`config.mk`:
```
export PLATFORM = sky130hd
export DESIGN_NAME = frame_addr_gen
export DESIGN_NICKNAME = d
export VERILOG_FILES = /design/src/rtl/frame_addr_pkg.sv /design/src/rtl/frame_port_cnt.sv /design/src/rtl/frame_addr_gen.sv
export SDC_FILE = /design/constraint.sdc
export NUM_CORES = 1
export LEC_CHECK = 0
export ABC_AREA = 0
export BUFFER_PORTS_ARGS = -buffer_cell sky130_fd_sc_hd__buf_2
export CAP_MARGIN = 20
export CORE_MARGIN = 2
export CORE_UTILIZATION = 25
export DETAILED_ROUTE_END_ITERATION = 8
export PLACE_DENSITY = 0.47
export SLEW_MARGIN = 20
export SYNTH_ARGS = -nofsm -noshare
export SYNTH_HDL_FRONTEND = slang
export SYNTH_SLANG_ARGS = --single-unit
```
`constraint.sdc`:
```
create_clock -name clk -period 2.9 [get_ports clk]
set_input_delay 0.58 -clock clk [delete_from_list [all_inputs] [get_ports clk]]
set_output_delay 0.58 -clock clk [all_outputs]
set_load 0.02 [all_outputs]
```
`src/rtl/frame_addr_pkg.sv`:
```
// Shared constants for the ping-pong frame buffer address generator.
// Holds bank width, per-port reset banks and the default frame geometry.
// Imported by frame_port_cnt and frame_addr_gen.
package frame_addr_pkg;

  localparam int BANK_W = 2;

  // Write and read start on opposite banks so they never collide out of reset.
  localparam logic [BANK_W-1:0] WR_BANK_RST = 2'b00;
  localparam logic [BANK_W-1:0] RD_BANK_RST = 2'b11;

  // 640x480 frame, 256-word SDRAM bursts, 4M-word bank.
  localparam int ADDR_W_DEF      = 22;
  localparam int FRAME_WORDS_DEF = 307200;
  localparam int BURST_LEN_DEF   = 256;

endpackage

```
`src/rtl/frame_port_cnt.sv`:
```
// Burst address counter for one SDRAM port: bank latch, word address, sticky done.
// Latency: address/bank/done update on the edge after load or burst_done.
// Backpressure: none; pulses are consumed every cycle, load beats burst_done.
// Ports: clk, rst_n (async active-low); bank/load select a new frame;
//        burst_done advances the address; addr = {bank, word}; done = frame complete.
module frame_port_cnt
  import frame_addr_pkg::*;
#(
  parameter int               ADDR_W      = ADDR_W_DEF,
  parameter int               FRAME_WORDS = FRAME_WORDS_DEF,
  parameter int               BURST_LEN   = BURST_LEN_DEF,
  parameter logic [BANK_W-1:0] RST_BANK   = WR_BANK_RST
) (
  input  logic                     clk,
  input  logic                     rst_n,
  input  logic [BANK_W-1:0]        bank,
  input  logic                     load,
  input  logic                     burst_done,
  output logic [BANK_W+ADDR_W-1:0] addr,
  output logic                     done
);

  // One extra bit so a + BURST_LEN cannot overflow when a is near the top
  // of a full 2**ADDR_W bank.
  localparam logic [ADDR_W:0] STEP  = (ADDR_W+1)'(BURST_LEN);
  localparam logic [ADDR_W:0] LIMIT = (ADDR_W+1)'(FRAME_WORDS);

  logic [ADDR_W-1:0] word;
  logic [BANK_W-1:0] bank_q;
  logic [ADDR_W:0]   word_next;

  assign word_next = {1'b0, word} + STEP;
  assign addr      = {bank_q, word};

  always_ff @(posedge clk or negedge rst_n) begin
    if (!rst_n) begin
      word   <= '0;
      bank_q <= RST_BANK;
      done   <= 1'b0;
    end else if (load) begin
      // A burst completing in the same cycle belongs to the old frame.
      word   <= '0;
      bank_q <= bank;
      done   <= 1'b0;
    end else if (burst_done) begin
      if (word_next < LIMIT) begin
        word <= word_next[ADDR_W-1:0];
      end else begin
        // Wrap: keep streaming the same bank until the next load.
        word <= '0;
        done <= 1'b1;
      end
    end
  end

endmodule

```
`src/rtl/frame_addr_gen.sv`:
```
// Burst address and frame-status generator for the SDRAM ping-pong frame buffer.
// Latency: addresses 1 cycle after load/burst_done; bank_valid 1 cycle after done.
// Backpressure: none; every load and burst_done pulse is acted on immediately.
// Ports: clk, rst_n (async active-low); wr_/rd_ bank+load from the switch
//        controller; wr_/rd_burst_done from the SDRAM controller; wr_/rd_addr
//        burst addresses; frame_write_done/frame_read_done sticky; bank_valid.
// Build option: define BANK_VALID_RD_GATE_EN to hold bank_valid until the
//               read side has also finished its frame.
module frame_addr_gen
  import frame_addr_pkg::*;
#(
  parameter int ADDR_W      = ADDR_W_DEF,
  parameter int FRAME_WORDS = FRAME_WORDS_DEF,
  parameter int BURST_LEN   = BURST_LEN_DEF
) (
  input  logic                     clk,
  input  logic                     rst_n,
  input  logic [BANK_W-1:0]        wr_bank,
  input  logic                     wr_load,
  input  logic [BANK_W-1:0]        rd_bank,
  input  logic                     rd_load,
  input  logic                     wr_burst_done,
  input  logic                     rd_burst_done,
  output logic [BANK_W+ADDR_W-1:0] wr_addr,
  output logic [BANK_W+ADDR_W-1:0] rd_addr,
  output logic                     frame_write_done,
  output logic                     frame_read_done,
  output logic                     bank_valid
);

  logic swap_ready;

  frame_port_cnt #(
    .ADDR_W     (ADDR_W),
    .FRAME_WORDS(FRAME_WORDS),
    .BURST_LEN  (BURST_LEN),
    .RST_BANK   (WR_BANK_RST)
  ) u_wr_cnt (
    .clk       (clk),
    .rst_n     (rst_n),
    .bank      (wr_bank),
    .load      (wr_load),
    .burst_done(wr_burst_done),
    .addr      (wr_addr),
    .done      (frame_write_done)
  );

  frame_port_cnt #(
    .ADDR_W     (ADDR_W),
    .FRAME_WORDS(FRAME_WORDS),
    .BURST_LEN  (BURST_LEN),
    .RST_BANK   (RD_BANK_RST)
  ) u_rd_cnt (
    .clk       (clk),
    .rst_n     (rst_n),
    .bank      (rd_bank),
    .load      (rd_load),
    .burst_done(rd_burst_done),
    .addr      (rd_addr),
    .done      (frame_read_done)
  );

`ifdef BANK_VALID_RD_GATE_EN
  // Swap only once the display has consumed a whole frame as well.
  assign swap_ready = frame_write_done & frame_read_done;
`else
  assign swap_ready = frame_write_done;
`endif

  always_ff @(posedge clk or negedge rst_n) begin
    if (!rst_n) begin
      bank_valid <= 1'b0;
    end else begin
      bank_valid <= swap_ready;
    end
  end

endmodule

```
### Word level (Yosys, flattened, before mapping)

Cells that the tools add are included.

* reductions and logical operators: 4
* equality and inequality tests: 2
* muxes and demuxes: 12
* $add $sub $neg: 2
* order comparisons: 2

Operators by type and width (count)
* 22-bit 2-to-1 mux: 6
* 22-bit by 9-bit adder with 23-bit output (second input constant): 2
* 23-bit by 19-bit < comparator with 1-bit output (second input constant): 2
* 1-bit 2-to-1 mux: 6
* 2-bit != test (second input constant): 2
* 2-bit AND reduction: 2
* 2-bit nonzero test: 2

* input port bits: 10
* register bits: 51
* logic and storage cells: 29
* output and inout port bits: 51

### Logic depth before layout (Yosys ltp)

* depth in word-level cells: 5
* mapped depth: 8
* gate-level depth less buffers: 7

### By module

From an unflattened synthesis, not the netlist that was laid out.

* cell total of the unflattened synthesis: 259
* area, all modules: 2447.3 sq um

By module, submodules not included
* frame_port_cnt at u_rd_cnt: cells each 129, seq. area each 427.9 sq um, times used 1, area each 1212.4 sq um
* frame_port_cnt at u_wr_cnt: cells each 129, seq. area each 425.4 sq um, times used 1, area each 1209.9 sq um
* frame_addr_gen: cells each 1, seq. area each 25.0 sq um, times used 1, area each 25.0 sq um

### Least setup slack after synthesis

No wires, ideal clock.

* path kind: register to register
* from: reg u_rd_cnt.word[8]
* to: reg u_rd_cnt.done
* setup time: 119 ps
* data required time: 2781 ps
* buffers on the path: 1
* data arrival time: 2218 ps
* cell stages (with the launch flop): 9
* setup slack: 563 ps
* clock period less this slack: 2337 ps
* cells stage by stage: dfrtp_1 -> ha_1 -> nand4_2 -> or4_1 -> o211a_1 -> a211oi_2 -> buf_4 -> nor3b_1 -> o21ba_1

* longest elaborated chain between the ends: 4

RTL lines
* from (decl): line frame_port_cnt.sv:28 `logic [ADDR_W-1:0] word;`
* from (signal assigned): line frame_port_cnt.sv:47 `word <= word_next[ADDR_W-1:0];`
* 22-bit by 9-bit adder with 23-bit output: line frame_port_cnt.sv:32 `assign word_next = {1'b0, word} + STEP;`
* 23-bit by 19-bit < comparator with 1-bit output: line frame_port_cnt.sv:46 `if (word_next < LIMIT) begin`
* 2-bit != test (no line)
* 2-bit AND reduction (no line)
* to (signal assigned): line frame_port_cnt.sv:39 `done <= 1'b0;`
* to (signal assigned): line frame_port_cnt.sv:44 `done <= 1'b0;`
* to (signal assigned): line frame_port_cnt.sv:51 `done <= 1'b1;`
* to (decl): line frame_port_cnt.sv:20 `output logic done`

No other way between the ends.
A chain may end at the register's enable or synchronous reset.

### Worst setup path in the final report

* from: reg u_wr_cnt.word[8]
* to: reg u_wr_cnt.word[16]

* longest elaborated chain between the ends: 5

RTL lines
* from (decl): line frame_port_cnt.sv:28
* from (signal assigned): line frame_port_cnt.sv:47
* 22-bit by 9-bit adder with 23-bit output (*): line frame_port_cnt.sv:32
* 23-bit by 19-bit < comparator with 1-bit output: line frame_port_cnt.sv:46
* 22-bit 2-to-1 mux (*): line frame_port_cnt.sv:46
* 22-bit 2-to-1 mux (*): line frame_port_cnt.sv:45 `end else if (burst_done) begin`
* 22-bit 2-to-1 mux (*): line frame_port_cnt.sv:40 `end else if (load) begin`

Every way passes the cells marked *; elsewhere a longest branch is shown, timed or not. The select of a mux whose other input is x is not followed.

==> results.md <==
- Final hold violation count: 0
- First-pass GRT wire length: 9470 um
- FFs w/ async S/R, synth: 100%
- RD Place Congestion: roughly 0.83
- Pleak: roughly 1.1 nW
- Worst-Skew Late Latency: roughly 0.29 ns
- Synth Area in XOR/XNOR: 1.20%
- Antenna diodes: 0
- R2R Path End: u_wr_cnt.word[16]
- Syn avg cell area: 8.68 um^2
- Layout cells sized above 1: 25.8%
- Post-Syn Area: 0.00220 mm^2
- Die Ht: just under 100 um
- Worst Tran Pin Value: 0.836 ns
- Top_reg_cell synth: dfrtp_1
- FF-to-FF Start: u_wr_cnt.word[8]
- # rows: 34
- Worst Skew: 0.0112 ns
- Post-route minimum period: 2.50 ns
- P&R area growth vs syn: 17.4%
- Reg2Reg Setup Slack: 0.40 ns
- Final period utilization: 86.2%
- Cell Pwr Density: just over 500 mW/mm^2
- CTS Buf Count: 5
- Peak Freq: 0.400 GHz
- Peak supply drop: 0.000168 V
- Core area: 0.00864 mm^2
- Worst-path cell chain: ha_1 > and4_1 > nand2_1 > o32a_1 > o21ai_1 > nand3_1 > o31ai_1
- Drt total wl: approximately 5600 um
- Worst min path class: input pin to asynchronous set/reset pin
- CTS Buffer Depth: 2
- Status: completed
- Adder-Cell Fraction of Synth Area: 1.14%
- H-tree Lvls: 2
- Cells after synthesis: between 200 and 300
- Worst Setup End Kind: flip-flop
- Worst Path Arrival: 2.69 ns
- Initial DRC Count: 71
- Clock slew at reported path FFs: around 0.08 ns
- CP peak stage delay: ~0.48 ns
- # resized after CTS: 0
- Number of max-cap violations: 0
- Setup Fix Bufs, Post-CTS: 0
- Grt ovf: 0
- Largest net degree at the start of global routing: 36
- Post-layout util: between 20 and 30%
- GRT Total Usage: 11.9%
- Slew headroom: 44.3%
- Post-route ant nets: 0
- Final HPWL DP: 4140 um
- Leading cell types in the layout, fill and taps excluded: 44 x buf_2, 37 x nand2_1, 33 x dfrtp_1
- Critical Path Start Type: flip-flop
- Crit path buf inv count: 0
- CTS Root Buffer Type: clkbuf_8
- DRC Markers: 0
- Crit Path Category: flip-flop to flip-flop
- Placed Instance Area: 0.00249 mm^2
- Post-route design area: between 0.002 and 0.003 mm^2
- Synth Area in Compound Gates: 18.3%
- PortBufs: 44
- Worst path top cell family by delay: compound AO/OA/AOI/OAI gates
- Ports: 61
- Nets@finish: 309
- Reg2reg path depth: 7
- DR vias: roughly 2000
- RSZ-0062 raised after global routing: no
- Fin. max-slew vios: 0
- Total Die Area: 0.00955 mm^2
- Initial antenna violation count: 0
- Initial Util: around a quarter
- Critical Path RT: 3.09 ns
- Pwr Total: between 1 and 1.5 mW
- CP max-delay cell: o21ai_1
- Clock sinks: 35
- Mux contribution to synthesized area: 2.96%
- CP Max Fanout: 9
- Routed len/inst: 13.9 um
- Post-synth cell types: 53
- Number of global-route vias before repair: about 1900
- Ys Warns: 0
- Hold_ws: 0.385 ns
- Hold-fix buffers, CTS: 0
- Seq cells post-synth: 35
- Vias/cell: 4.90
- Post-synth EDFFs: 0
- CTS tree: built
- Sequential element share of the synthesized area: 40.0%
- Setup_tns: 0 ns
- Commonest non-fill, non-tap cell in the layout: buf_2
- Largest family of logic cells by synthesized area: simple AND/OR/NAND/NOR gates
- Final setup fails: 0
- Simple-gate share of the synthesized area: 26.2%
- Die width: 97.7 um
- First-pass DRT Iterations: 4
## power breakdown
group / internal [mW] / switching [mW] / leakage (nW)
clock: 0.165 / 0.188 / 0.0477
combinational: 0.122 / 0.222 / 0.628
sequential: 0.540 / 0.0834 / 0.466
## synthesized netlist by cell type, types with 4 or more instances
library cell  instances  area, um^2
nand2_1              37         139
dfrtp_1              33         826
buf_4                17         128
o211ai_1             16         120
nand3_1              13        65.1
nor2_1               12        45.0
clkbuf_1              9        33.8
nand4_1               9        56.3
o21ai_0               8        40.0
and2_1                7        43.8
buf_2                 7        35.0
inv_1                 6        22.5
or3_1                 6        37.5
o21ai_1               5        25.0
mux2_2                4        45.0
nor3_1                4        20.0
nor4_1                4        25.0
## layout make-up
type	instances	area, um^2
Multi-Input combinational cell	194	1150
Clock inverter	3	15.0
Clock buffer	5	68.8
Timing Repair Buffer	55	303
Inverter	6	22.5
Tap cell	108	135
Fill cell	946	6060
Sequential cell	35	878
## stage by stage
stage	instances	setup WS, ns
final	406	0.400
after global routing	406	0.153
after floorplan	268	0.563
after detailed placement	398	0.434
after CTS	406	0.403
after global placement	398	0.431
## worst max-delay path by stage
stage	startpoint	end	slack, ns	cells after the start
after floorplan	u_rd_cnt.word[8]	u_rd_cnt.done	0.56	8
after global placement	u_rd_cnt.word[10]	u_rd_cnt.word[10]	0.43	7
after detailed placement	u_wr_cnt.word[8]	u_wr_cnt.word[16]	0.43	7
after CTS	u_wr_cnt.word[8]	u_wr_cnt.word[16]	0.40	7
after global routing	u_wr_cnt.word[9]	u_wr_cnt.word[17]	0.15	7
final	u_wr_cnt.word[8]	u_wr_cnt.word[16]	0.40	7
## flip-flops by register name, indices dropped and copies added (netlist names)
name             count
u_rd_cnt.bank_q      2
bank_valid           1
u_wr_cnt.bank_q      2
u_wr_cnt.done        1
u_rd_cnt.word       14
u_wr_cnt.word       14
u_rd_cnt.done        1
## cells by family (layout without fill, tap and decap cells)
kind of cell,Yosys count,in the layout
other,1,16
multiplexers,6,6
AND/OR/NAND/NOR,111,111
AO/OA/AOI/OAI,56,56
buffers and inverters,39,69
flip-flops,35,35
adder cells (fa/ha/maj),2,2
XOR/XNOR,3,3
## routing by layer
layer	global-route usage (%)	routed length [um]
met1	16.0	2590
met2	20.1	2800
met3	2.66	249
met4	1.60	4
met5	0	0
Note: power is estimated with default switching activity, not from simulation.
